### src/rtl/dlatch_bank_sched.sv
// dlatch_bank_sched
//   Shares one DW-bit bank of level-sensitive D latches between NREQ
//   requesters. A round-robin arbiter picks an owner, and the write is then
//   sequenced as data setup -> gate open -> data hold. The gate is only
//   pulsed while latch_d is stable. The latch outputs are read back at the
//   end of each write, and any mismatch is flagged.
//
// Ports
//   clk, rst   clock (rising edge), asynchronous active-high reset
//   req        per-requester write request (level, held until done)
//   req_data   requester i data at [i*DW +: DW]
//   grant      one-hot owner of the bank
//   done       one-cycle pulse to the owner at transaction end
//   wr_err     one-cycle pulse with done on readback mismatch
//   latch_d    latch bank D inputs
//   latch_en   latch gate (transparent when high)
//   latch_q    latch bank Q outputs (readback)
//   busy       high whenever the scheduler is not idle
module dlatch_bank_sched #(
  parameter int NREQ      = 4,
  parameter int DW        = 8,
  parameter int SETUP_CYC = 1,
  parameter int OPEN_CYC  = 2,
  parameter int HOLD_CYC  = 1
) (
  input  logic               clk,
  input  logic               rst,
  input  logic [NREQ-1:0]    req,
  input  logic [NREQ*DW-1:0] req_data,
  output logic [NREQ-1:0]    grant,
  output logic [NREQ-1:0]    done,
  output logic               wr_err,
  output logic [DW-1:0]      latch_d,
  output logic               latch_en,
  input  logic [DW-1:0]      latch_q,
  output logic               busy
);

  localparam int RW   = (NREQ > 1) ? $clog2(NREQ) : 1;
  localparam int MAX1 = (SETUP_CYC > OPEN_CYC) ? SETUP_CYC : OPEN_CYC;
  localparam int MAXC = (MAX1 > HOLD_CYC) ? MAX1 : HOLD_CYC;
  localparam int CW   = $clog2(MAXC + 1);

  typedef enum logic [1:0] {IDLE, SETUP, OPEN, HOLD} state_t;

  state_t          state;
  logic [RW-1:0]   rr_ptr;
  logic [CW-1:0]   cnt;

  logic [NREQ-1:0] arb_req;
  logic [NREQ-1:0] pick_oh;
  logic [RW-1:0]   pick_idx;
  logic [RW-1:0]   idx;
  logic [RW-1:0]   rr_nxt;
  logic            pick_vld;

  // Round-robin pick. While leaving HOLD the finishing owner is masked so a
  // requester that has not yet dropped req cannot be granted twice in a row.
  // The scan runs from the far end back toward rr_ptr. Each hit overwrites
  // the previous one, so the last hit is the first requester at or after
  // rr_ptr.
  always_comb begin
    arb_req  = (state == HOLD) ? (req & ~grant) : req;
    pick_idx = '0;
    pick_vld = 1'b0;
    idx      = '0;
    for (int k = NREQ - 1; k >= 0; k--) begin
      idx = RW'((int'(rr_ptr) + k) % NREQ);
      if (arb_req[idx]) begin
        pick_idx = idx;
        pick_vld = 1'b1;
      end
    end
    pick_oh           = '0;
    pick_oh[pick_idx] = 1'b1;
    rr_nxt = (pick_idx == RW'(NREQ - 1)) ? '0 : pick_idx + RW'(1);
  end

  // The phase counter is loaded with (length-1) on state entry. The state
  // advances when the counter reaches zero.
  always_ff @(posedge clk or posedge rst) begin
    if (rst) begin
      state    <= IDLE;
      rr_ptr   <= '0;
      cnt      <= '0;
      grant    <= '0;
      done     <= '0;
      wr_err   <= 1'b0;
      latch_d  <= '0;
      latch_en <= 1'b0;
      busy     <= 1'b0;
    end else begin
      done   <= '0;
      wr_err <= 1'b0;
      case (state)
        IDLE: begin
          if (pick_vld) begin
            grant   <= pick_oh;
            rr_ptr  <= rr_nxt;
            latch_d <= req_data[pick_idx*DW +: DW];
            cnt     <= CW'(SETUP_CYC - 1);
            state   <= SETUP;
            busy    <= 1'b1;
          end
        end
        SETUP: begin
          if (cnt == '0) begin
            cnt      <= CW'(OPEN_CYC - 1);
            state    <= OPEN;
            latch_en <= 1'b1;
          end else begin
            cnt <= cnt - CW'(1);
          end
        end
        OPEN: begin
          if (cnt == '0) begin
            cnt      <= CW'(HOLD_CYC - 1);
            state    <= HOLD;
            latch_en <= 1'b0;
          end else begin
            cnt <= cnt - CW'(1);
          end
        end
        HOLD: begin
          if (cnt == '0) begin
            done   <= grant;
            wr_err <= (latch_q != latch_d);
            // Hand over with no idle bubble when another requester waits.
            if (pick_vld) begin
              grant   <= pick_oh;
              rr_ptr  <= rr_nxt;
              latch_d <= req_data[pick_idx*DW +: DW];
              cnt     <= CW'(SETUP_CYC - 1);
              state   <= SETUP;
            end else begin
              grant <= '0;
              state <= IDLE;
              busy  <= 1'b0;
            end
          end else begin
            cnt <= cnt - CW'(1);
          end
        end
        default: begin
          state    <= IDLE;
          grant    <= '0;
          latch_en <= 1'b0;
          busy     <= 1'b0;
        end
      endcase
    end
  end

endmodule

### config.mk
export PLATFORM = sky130hd
export DESIGN_NAME = dlatch_bank_sched
export DESIGN_NICKNAME = d
export VERILOG_FILES = /design/src/rtl/dlatch_bank_sched.sv
export SDC_FILE = /design/constraint.sdc
export NUM_CORES = 1
export LEC_CHECK = 0
export CORE_MARGIN = 10
export CORE_UTILIZATION = 35
export DETAILED_ROUTE_END_ITERATION = 7
export PLACE_DENSITY_LB_ADDON = 0.1
export REMOVE_ABC_BUFFERS = 1
export SYNTH_ARGS = -nofsm -noshare
export SYNTH_HDL_FRONTEND = slang
export SYNTH_SLANG_ARGS = --single-unit
### constraint.sdc
create_clock -name clk -period 2.4 [get_ports clk]
set_input_delay 0.72 -clock clk [delete_from_list [all_inputs] [get_ports clk]]
set_output_delay 0.72 -clock clk [all_outputs]
set_load 0.02 [all_outputs]
=== Word-level counts from Yosys, hierarchy flattened ===
Cells that the tools add are included.

* Add/sub/neg operators: 5
* Bitwise operators: 2
* Muxes and demuxes: 52
* Eq/ne operators: 10
* Magnitude comparators: 6
* Reductions and logical operators: 10
* Shifts and indexed selects: 1

{| class="wikitable"
|+ Operators by type and width
! cell !! count
|-
| $shiftx 32x6->8 || 1
|-
| $mux 2 || 15
|-
| $mux 4 || 6
|-
| $mux 1 || 17
|-
| $mux 8 || 2
|-
| $pmux 2 s4 || 2
|-
| $pmux 8 s2 || 1
|-
| $lt 2x3->1 const B || 5
|-
| $bmux 1 s2 || 4
|-
| $ne 2x2->1 const B || 4
|-
| $ne 8x8->1 || 1
|-
| $pmux 4 s2 || 1
|-
| $reduce_and 4->1 || 2
|-
| $eq 2x2->1 const B || 3
|-
| $reduce_and 3->1 || 2
|-
| $add 2x1->2 const B || 2
|-
| $add 2x2->2 const B || 2
|-
| $and 4x4->4 || 1
|-
| $logic_not 2->1 || 2
|-
| $not 4->4 || 1
|-
| $pmux 1 s2 || 2
|-
| $pmux 2 s2 || 1
|-
| $reduce_bool 2->1 || 2
|-
| $demux 1 s2 || 1
|-
| 6 further kinds || 6
|}

* Input port bits: 46
* Register bits: 25

=== Logic depth before layout (Yosys ltp) ===
Gate-level depths: netlist (run 1).

* Word-level depth: 16
* Depth in mapped cells: 12

=== Worst setup path before layout (run 1) ===
OpenSTA, ideal clock, no wires.

* Path kind: flip-flop to flip-flop
* Start point: reg grant[0]
* End point: reg grant[2]
* Arrival: 2.354 ns
* Stages on the path, launching flop included: 11
* Setup slack: -0.078 ns
* Cell sequence: dfrtp_1 -> mux2_2 -> a22o_1 -> and3_1 -> buf_2 -> and4b_1 -> inv_2 -> buf_4 -> ha_1 -> a21boi_0 -> mux2_2

* Longest elaborated chain between the ends: 16
* Elaborated cells between the ends (all ways): 30
* Classes of those cells: order compare (2); eq/ne (1); mux (23); bitwise (2); reduce/logical (2)

{| class="wikitable"
|+ Ends and longest elaborated chain
! element !! RTL line !! text
|-
| start, declared || 30 || <nowiki>output logic [NREQ-1:0] grant,</nowiki>
|-
| start signal, assigned || 98 || <nowiki>grant <= pick_oh;</nowiki>
|-
| start signal, assigned || 130 || <nowiki>grant <= pick_oh;</nowiki>
|-
| $not 4->4 * || 63 || <nowiki>arb_req = (state == HOLD) ? (req & ~grant) : req;</nowiki>
|-
| $and 4x4->4 * || 63 ||
|-
| $mux 4 * || 63 ||
|-
| $bmux 1 s2 || 69 || <nowiki>if (arb_req[idx]) begin</nowiki>
|-
| $mux 1 (implied by the code) || 69 ||
|-
| $mux 2 (4 in series) || 69 ||
|-
| $lt 2x3->1 (implied by the code) or $ge 2x1->1 (tied branches) || 75 || <nowiki>pick_oh[pick_idx] = 1'b1;</nowiki>
|-
| $logic_and 1x1->1 (implied by the code) || 75 ||
|-
| $mux 1 (implied by the code) || 75 ||
|-
| $demux 1 s2 || 75 ||
|-
| $mux 4 || 129 || <nowiki>if (pick_vld) begin</nowiki>
|-
| $mux 4 || 125 || <nowiki>if (cnt == '0) begin</nowiki>
|-
| $pmux 4 s2 || 95 || <nowiki>case (state)</nowiki>
|}

Every way passes the cells marked *; elsewhere a longest branch is shown, timed or not. The select of a mux whose other input is x is not followed.
A chain may end at the register's enable or synchronous reset.

=== Worst setup path in the final report (run 1) ===
* Start point: reg grant[1]
* End point: reg grant[2]

The elaborated chain is that of the path after synthesis.

==> flow_summary.json, run 1 <==
{
  "run_status": "finished, final reports clean",
  "post-route-drc-count": 0,
  "synthCells": 189,
  "path_cells": "mux2_2, a22oi_2, mux2i_1, and4b_1, inv_2, ha_1, a21boi_0, mux2_2",
  "hpwl_um": 4310,
  "end_kind": "register",
  "hold_viol": 0,
  "vias": 1760,
  "finalClockSkew_ns": 0.00473,
  "totalNegativeSetupSlack_ns": 0,
  "antenna_left": 0,
  "rr_endpoint": "grant[2]$_DFFE_PP0P_",
  "drv_cap": 0,
  "num_antenna_cells": 0,
  "drt_iter0_drc": 69,
  "first_global_vias": 1739,
  "grt_start_max_net_pins": 26,
  "async_reset_ff_share_pct": 100,
  "clk_latency_ns": 0.27,
  "grt_pass1_wl_um": 8830,
  "critPathKind": "register to register",
  "slew_viol_final": 0,
  "cp.depth": 8,
  "area_growth_pct": 53.7,
  "final_cell_mix": "clkdlybuf4s50_1 (60), buf_4 (27), dfrtp_1 (25), nand3_1 (15), o311ai_0 (14)",
  "antenna_found_initial": 0,
  "cts_inserted_buffers": 3,
  "ys_seq_elements": 25,
  "postCtsSetupBuffers": 0,
  "synth_edf_count": 0,
  "cts.sinks": 25,
  "dp.cells": 335,
  "pwr_density_cell_nw_per_um2": 1320,
  "initial_core_util_pct": 36.5,
  "clockBufferDepth": 2,
  "crit_family": "multiplexers",
  "post_drt_via_cell_ratio": 5.19,
  "synth-warning-count": 0,
  "num_io_pins": 65,
  "netlist_area_um2": 1750,
  "core_area_um2": 4790,
  "layout.nets": 324,
  "port_buffers": 64,
  "cp_slowest_cell": "dfrtp_1",
  "wire_per_inst_um": 15.9,
  "synth.avg_cell_area_um2": 9.25,
  "cp-endpoint": "grant[2]$_DFFE_PP0P_",
  "grt_use_total_pct": 12.8,
  "rr_startpoint": "grant[1]$_DFFE_PP0P_",
  "clock-root-buffer": "clkbuf_8",
  "cp_num_buf_inv": 1,
  "cpPeakStageDelay_ns": 0.46,
  "synth_flop_cell": "dfrtp_1",
  "die_area_um2": 8230,
  "grt-ovfl-total": 0,
  "rows": 25,
  "yosysTopAreaCellShare_pct": 35.8,
  "tightest_slew_ns": 0.365,
  "drt_first_pass_iters": 4,
  "pre_cts_slack_ns": -0.392,
  "fmax_ghz": 0.445,
  "cts_tree": "built",
  "layout_commonest_cell": "clkdlybuf4s50_1",
  "instances_no_fill": 339,
  "yosysSeqAreaShare_pct": 35.8,
  "synth.distinct_cells": 42,
  "finalCriticalPeriod_ns": 2.25,
  "clkTransAtPathRegs_ns": 0.09,
  "gp_congestion": 0.784,
  "wl_um": 5390,
  "required_ns": 2.55,
  "arrival_ns": 2.40,
  "h-tree-depth": 1,
  "rsz0062_at_grt": "no",
  "crit_path_start_kind": "register",
  "drive_gt1_share_pct": 18.0,
  "die_w_um": 90.7,
  "min_period_over_period_pct": 93.7,
  "reg2reg_slack_ns": 0.15,
  "dieHeight_um": 90.7,
  "vdd_ir_drop_max_uv": 638,
  "worst_slack_ns": 0.150,
  "synth_top_area_cell": "dfrtp_1",
  "hp-class": "register to register",
  "crit_top_cell": "mux2_2",
  "reg2reg_depth": 8,
  "fill_cells": 435,
  "synth_area_leaders": "dfrtp_1 (36%), o311ai_0 (8.0%), mux2_2 (6.4%)",
  "p_leak_uw": 0.00115,
  "slew_headroom_pct": 75.3,
  "path_max_fanout": 6,
  "final-setup-viol-count": 0,
  "critPathLaunch": "grant[1]$_DFFE_PP0P_"
}
-- worst min-delay path, cell delays in order, from the launching register on --
cell,delay [ns]
dfrtp_1,0.36
o21ai_0,0.09
nand2_1,0.06
-- synthesized netlist by cell type, drive strengths merged (7+ instances only) --
cell / n
o311ai: 16
a21oi: 7
dfrtp: 25
o21ai: 8
nor2: 11
inv: 8
clkbuf: 7
a32oi: 7
xor2: 8
nand2: 9
nand3: 15
buf: 7
mux2: 10
-- cell type report --
| cell class | count | area [µm²] | share of cell area [%] |
|---|---|---|---|
| Multi-Input combinational cell | 142 | 1030 | 38.5 |
| Timing Repair Buffer | 93 | 870 | 32.3 |
| Sequential cell | 25 | 626 | 23.3 |
| Tap cell | 67 | 83.8 | 3.12 |
| Clock buffer | 4 | 45.0 | 1.68 |
| Inverter | 8 | 30.0 | 1.12 |
-- per-stage QoR --
| step | hold slack [ns] | cell area, µm² | utilization [%] | power [µW] |
|---|---|---|---|---|
| 2_1_floorplan | 0.494 | 1680 | - | 2140 |
| 3_3_place_gp | 0.517 | 2640 | 55.1 | 3270 |
| 3_5_place_dp | 0.524 | 2640 | 55.1 | 3290 |
| 4_1_cts | 0.546 | 2690 | 56.1 | 3560 |
| 5_1_grt | 0.575 | 2690 | 56.2 | 3860 |
| 6_report | 0.542 | 2690 | 56.2 | 3560 |
-- how the worst min path moves through the flow --
stage | startpoint | to | slack, ns | cells after the start
floorplan | cnt[0]$_DFF_PP0_ | cnt[0]$_DFF_PP0_ | 0.49 | 1
global placement | busy$_DFFE_PP0P_ | busy$_DFFE_PP0P_ | 0.52 | 2
detailed placement | busy$_DFFE_PP0P_ | busy$_DFFE_PP0P_ | 0.52 | 2
CTS | busy$_DFFE_PP0P_ | busy$_DFFE_PP0P_ | 0.55 | 2
global route | busy$_DFFE_PP0P_ | busy$_DFFE_PP0P_ | 0.58 | 2
finish | busy$_DFFE_PP0P_ | busy$_DFFE_PP0P_ | 0.54 | 2
-- logic make-up after synthesis --
| logic type | synth area share [%] |
|---|---|
| flops | 35.8 |
| fa+ha+maj | 3.58 |
| mux | 9.30 |
| xor+xnor | 4.01 |
| simple gates | 16.2 |
| buf+inv | 5.51 |
| compound gates | 25.6 |
-- state kept, by name, summed over array words and instances, names as in the netlist --
| signal | count |
|---|---|
| state | 2 |
| latch_en | 1 |
| latch_d | 8 |
| grant | 4 |
| busy | 1 |
| rr_ptr | 2 |
| wr_err | 1 |
| done | 4 |
| cnt | 2 |
-- metal layers --
metal	GRT usage [%]	routed length [µm]	vias to the layer above
met5	0	0	-
met4	3.98	51	0
met3	3.74	380	4
met2	19.5	2420	51
met1	16.7	2540	817
li1	-	-	888
-- power breakdown --
| group | leakage [µW] | switching [µW] | total, µW | internal (µW) |
|---|---|---|---|---|
| clock network | 0.0000228 | 131 | 250 | 119 |
| registers | 0.000313 | 152 | 758 | 606 |
| logic | 0.000815 | 1290 | 2550 | 1260 |
| total | 0.00115 | 1570 | 3560 | 1980 |
-- timing repair --
action	in CTS	in global routing
setup endpoints to repair	9	4
pin swaps	2	0
hold buffers	0	0
resized for setup	6	3
Power figures use the tool's default switching activity.
==> run 2, diff against run 1 <==
- CELL_PAD_IN_SITES_DETAIL_PLACEMENT: default -> 1
- CELL_PAD_IN_SITES_GLOBAL_PLACEMENT: default -> 2
- CORE_UTILIZATION: 35 -> 23
- GPL_ROUTABILITY_DRIVEN: default -> 0
==> run 2 against run 1 <==
  * Utilization fell by 18 points
  * First-iteration DRC count fell by 14%
  * Cell count rose by 11%
  * Flip-flop and latch count did not move
  * Total power rose by 4.8%
  * Global-route usage fell by 1.9 points
  * Cell area rose by 3.6%
  * Largest power group unchanged
  * Non-clock buffer count rose by 4
  * Clock power rose by 2%
==> flow_summary.json, run 2 (same netlist as run 1, synthesis figures left out) <==
{
  "holdPathStages": 2,
  "cts_inserted_buffers": 3,
  "crit_family": "multiplexers",
  "worstHoldEndpoint": "busy$_DFFE_PP0P_",
  "tightest_slew_ns": 0.377,
  "path_max_fanout": 13,
  "drt_iter0_drc": 59,
  "pwr_density_cell_nw_per_um2": 1340,
  "port_buffers": 64,
  "largest_reg_flops": 8,
  "p_int_uw": 2040,
  "h-tree-depth": 1,
  "clock-root-buffer": "clkbuf_8",
  "drv_cap": 0,
  "final-setup-viol-count": 0,
  "initial_core_util_pct": 23.9,
  "die_area_um2": 11500,
  "pre_cts_slack_ns": -0.454,
  "p_sw_uw": 1690,
  "slew_headroom_pct": 74.6,
  "core_area_um2": 7330,
  "swShare_pct": 45.2,
  "hold_viol": 0,
  "layout.nets": 328,
  "layout_commonest_cell": "clkdlybuf4s50_1",
  "crit_path_start_kind": "register",
  "grt_start_max_net_pins": 26,
  "critPathKind": "register to register",
  "num_antenna_cells": 0,
  "post_drt_via_cell_ratio": 4.78,
  "slew_viol_final": 0,
  "wl_um": 6320,
  "cts_tree": "built",
  "reg2reg_depth": 8,
  "cp_num_buf_inv": 2,
  "hold-worst-slack_ns": 0.538,
  "path_cells": "mux2_2, a22oi_2, mux2i_1, and4b_1, inv_2, buf_12, mux2i_2, a211o_1",
  "hold_start": "busy$_DFFE_PP0P_",
  "run_status": "finished, final reports clean",
  "rows": 31,
  "antenna_found_initial": 0,
  "worst_slack_ns": 0.143,
  "pwr-share-clk_pct": 6.8,
  "utilization_pct": 38.0,
  "hpwl_um": 5100,
  "fmax_ghz": 0.443,
  "end_kind": "register",
  "min_period_over_period_pct": 94.1,
  "finalCriticalPeriod_ns": 2.26,
  "hp-class": "register to register",
  "rr_startpoint": "rr_ptr[0]$_DFFE_PP0P_",
  "multi_input_area_um2": 1070,
  "arrival_ns": 2.42,
  "ctsHoldBuffers": 0,
  "cts.sinks": 25,
  "drt_first_pass_iters": 4,
  "clkTransAtPathRegs_ns": 0.09,
  "dieHeight_um": 107,
  "grt-ovfl-total": 0,
  "reg2reg_slack_ns": 0.14,
  "cp.depth": 8,
  "comb_power_share_pct": 72.7,
  "clockBufferDepth": 2,
  "fill_cells": 855,
  "seq_power_share_pct": 20.5,
  "required_ns": 2.56,
  "cpPeakStageDelay_ns": 0.42,
  "first_global_vias": 1998,
  "die_w_um": 107,
  "regMostFlops": "latch_d",
  "cp_slowest_cell": "dfrtp_1",
  "rsz0062_at_grt": "no",
  "post-route-drc-count": 0,
  "num_io_pins": 65,
  "final_cell_mix": "clkdlybuf4s50_1 (60), buf_4 (31), dfrtp_1 (25), nand3_1 (15), o311ai_0 (12)",
  "finalClockSkew_ns": 0.00183,
  "seq_area_um2": 626,
  "antenna_left": 0,
  "vdd_ir_drop_max_uv": 356,
  "grt_use_total_pct": 10.8,
  "top_regs": "latch_d x8, done x4, grant x4",
  "wire_per_inst_um": 16.8,
  "p_leak_uw": 0.00118,
  "fin_total_pwr_uw": 3730,
  "drive_gt1_share_pct": 20.7,
  "rr_endpoint": "latch_d[7]$_DFFE_PP0P_",
  "grt_pass1_wl_um": 10200,
  "clk_latency_ns": 0.27,
  "area_growth_pct": 59.2,
  "vias": 1793
}
## run 2: stage by stage
step | std cells | TNS, ns | cell area, µm²
6_report | 375 | 0 | 2790
4_1_cts | 375 | 0 | 2770
5_1_grt | 375 | 0 | 2790
3_5_place_dp | 368 | -4.98 | 2690
2_1_floorplan | 175 | -2.05 | 1680
3_3_place_gp | 368 | -4.66 | 2690
## run 2: timing repair
action                                  in CTS  in global routing
cloned                                       1                  0
setup buffers                                2                  0
resized for setup                            9                  8
pin swaps                                    2                  0
endpoints found under the setup margin      12                 10
## run 2: tightest hold or removal path, delay by kind of cell, from the launching register on
family	cells	cell delay [ns]
compound gates	1	0.08
flops	1	0.36
simple gates	1	0.06
## run 2: power groups by stage
stage          registers (µW)  clock network [µW]  logic, µW
6_report                  764                 254       2710
5_1_grt                   797                 286       3000
4_1_cts                   768                 271       2720
3_5_place_dp              770                   0       2620
3_3_place_gp              778                   0       2610
2_1_floorplan             914                   0       1230
## run 2: worst max-delay path by stage
| stage | from | to | slack, ns |
|---|---|---|---|
| after floorplan | state[0]$_DFFE_PP0P_ | grant[2]$_DFFE_PP0P_ | -0.34 |
| after global placement | req[3] | latch_d[5]$_DFFE_PP0P_ | -0.39 |
| after detailed placement | req[3] | latch_d[5]$_DFFE_PP0P_ | -0.45 |
| after CTS | state[0]$_DFFE_PP0P_ | latch_d[5]$_DFFE_PP0P_ | 0.10 |
| after global routing | rr_ptr[0]$_DFFE_PP0P_ | latch_d[7]$_DFFE_PP0P_ | 0.009 |
| final | rr_ptr[0]$_DFFE_PP0P_ | latch_d[7]$_DFFE_PP0P_ | 0.14 |
## run 2: area by class of cell
class / instances / share of cell area (%)
Timing Repair Buffer: 97 / 32.1
Inverter: 8 / 1.08
Tap cell: 99 / 4.45
Clock inverter: 1 / 0.180
Multi-Input combinational cell: 142 / 38.3
Clock buffer: 3 / 1.48
Sequential cell: 25 / 22.5
## run 2: per-layer routing
layer | GRT usage [%] | wire length (µm) | up-vias
li1 | - | - | 894
met1 | 12.6 | 2820 | 850
met2 | 18.0 | 2880 | 47
met3 | 5.57 | 602 | 2
met4 | 0.870 | 15 | 0
met5 | 0 | 0 | -
==> run 3, diff against run 2 <==
- CORE_UTILIZATION: 23 -> 26
- clock period: 2.4 -> 2.45 ns (I/O delays scaled with it)
==> run 3 against run 2 <==
  * Combinational power shrank 4%
  * Highest routed layer unchanged
  * Global-route usage grew 1.9 points
  * First-iteration DRC count up 56%
  * Critical path depth grew 2
==> flow_summary.json, run 3 (same netlist as run 1, synthesis figures left out) <==
{
  "run_status": "finished, final reports clean",
  "die_area_um2": 10400,
  "clock-root-buffer": "clkbuf_8",
  "post_drt_via_cell_ratio": 5.21,
  "pwr_density_cell_nw_per_um2": 1320,
  "reg2reg_slack_ns": 0.14,
  "rows": 29,
  "fmax_ghz": 0.429,
  "wire_per_inst_um": 18.1,
  "grtUsageMet2_pct": 21.4,
  "min_period_over_period_pct": 95.2,
  "vdd_ir_drop_max_uv": 450,
  "slew_viol_final": 0,
  "clk_latency_ns": 0.28,
  "hold-worst-slack_ns": 0.544,
  "post-route-drc-count": 0,
  "hp-class": "register to register",
  "final_cell_mix": "clkdlybuf4s50_1 (60), buf_4 (32), dfrtp_1 (24), o311ai_0 (16), nand3_1 (15)",
  "tightest_slew_ns": 0.434,
  "dieHeight_um": 102,
  "required_ns": 2.62,
  "antenna_found_initial": 0,
  "drive_gt1_share_pct": 21.4,
  "gr-usage-met1_pct": 15.9,
  "vias": 1839,
  "final_area_um2": 2750,
  "hpwl_um": 5230,
  "drt_first_pass_iters": 4,
  "grt_busiest_layer": "met2",
  "critPathKind": "input pin to register",
  "area_growth_pct": 56.9,
  "largest_reg_flops": 8,
  "grt_pass1_wl_um": 10700,
  "arrival_ns": 2.50,
  "finalCriticalPeriod_ns": 2.33,
  "h-tree-depth": 1,
  "clockBufferDepth": 2,
  "end_kind": "register",
  "wl_um": 6390,
  "fin_total_pwr_uw": 3640,
  "final-setup-viol-count": 0,
  "grt_use_total_pct": 12.7,
  "die_w_um": 102,
  "core_area_um2": 6460,
  "grt-ovfl-total": 0,
  "port_buffers": 64,
  "hold_viol": 0,
  "cts_tree": "built",
  "p_leak_uw": 0.00117,
  "antenna_left": 0,
  "rsz0062_at_grt": "no",
  "clkTransAtPathRegs_ns": 0.10,
  "top_regs": "latch_d x8, done x4, grant x4",
  "layout_commonest_cell": "clkdlybuf4s50_1",
  "initial_core_util_pct": 27.1,
  "path_max_fanout": 7,
  "finalClockSkew_ns": 0.00796,
  "placed_cell_area_um2": 2650,
  "num_antenna_cells": 0,
  "drt_iter0_drc": 92,
  "crit_path_start_kind": "input pin",
  "regMostFlops": "latch_d",
  "cts_inserted_buffers": 3,
  "drv_cap": 0,
  "num_io_pins": 65,
  "first_global_vias": 2030,
  "met3_usage_pct": 4.39,
  "utilization_pct": 42.5,
  "slew_headroom_pct": 70.8,
  "cts.sinks": 25,
  "grt_start_max_net_pins": 20,
  "layout.nets": 328
}
[run 3: changes by cell type in the layout (fill, tap and decap cells not counted), sizes merged]
cell,before,now
dlygate4sd2,4,3
clkinv,1,0
clkbuf,3,4
clkinvlp,0,1
[run 3: area by class of cell]
cell class | instances | area (µm²)
fill | 758 | 3710
multi-input combinational | 142 | 1060
timing repair buffer | 97 | 883
sequential | 25 | 627
tap | 77 | 96.3
clock buffer | 3 | 41.3
inverter | 8 | 30.0
clock inverter | 1 | 7.51
[run 3: report_power, final]
part           internal [µW]  switching (µW)  leakage [µW]
clock                    116             154     0.0000217
sequential               595             174      0.000311
combinational           1270            1330      0.000840
total                   1980            1660       0.00117
[run 3: worst paths after layout]
kind | from | end | cells past startpoint
worst min-delay path | busy$_DFFE_PP0P_ | busy$_DFFE_PP0P_ | 2
worst max register to register | rr_ptr[0]$_DFFE_PP0P_ | latch_d[4]$_DFFE_PP0P_ | 10
max in group asynchronous | rst | grant[1]$_DFFE_PP0P_ | 3
worst max-delay path | req[1] | latch_d[4]$_DFFE_PP0P_ | 10
worst min register to register | busy$_DFFE_PP0P_ | busy$_DFFE_PP0P_ | 2
min in group asynchronous | rst | latch_en$_DFFE_PP0P_ | 2
[run 3: worst max-delay path, cell delays in order]
cell and delay [ns]:
dlygate4sd2_1 0.26, mux2i_1 0.17, a21o_1 0.17, and3_1 0.19, and4b_1 0.23, buf_4 0.14
buf_4 0.16, buf_4 0.15, a32oi_1 0.19, nand3_1 0.09
[run 3: routing by layer]
metal / vias up / routed length, µm
li1: 892 / -
met1: 905 / 2930
met2: 40 / 3010
met3: 2 / 428
met4: 0 / 18
met5: - / 0
[run 3: what timing repair did]
action                     4_1_cts  5_1_grt
resized for setup                8        7
hold buffers                     0        0
pin swaps                        2        2
setup endpoints to repair        9        9
setup buffers                    2        0
[run 3: stage by stage]
| stage | std cells | TNS, ns | worst slack, ns |
|---|---|---|---|
| 2_1_floorplan | 175 | -1.50 | -0.289 |
| 3_3_place_gp | 347 | -4.06 | -0.422 |
| 3_5_place_dp | 347 | -4.44 | -0.458 |
| 4_1_cts | 353 | 0 | 0.0106 |
| 5_1_grt | 353 | 0 | 0.00773 |
| 6_report | 353 | 0 | 0.119 |
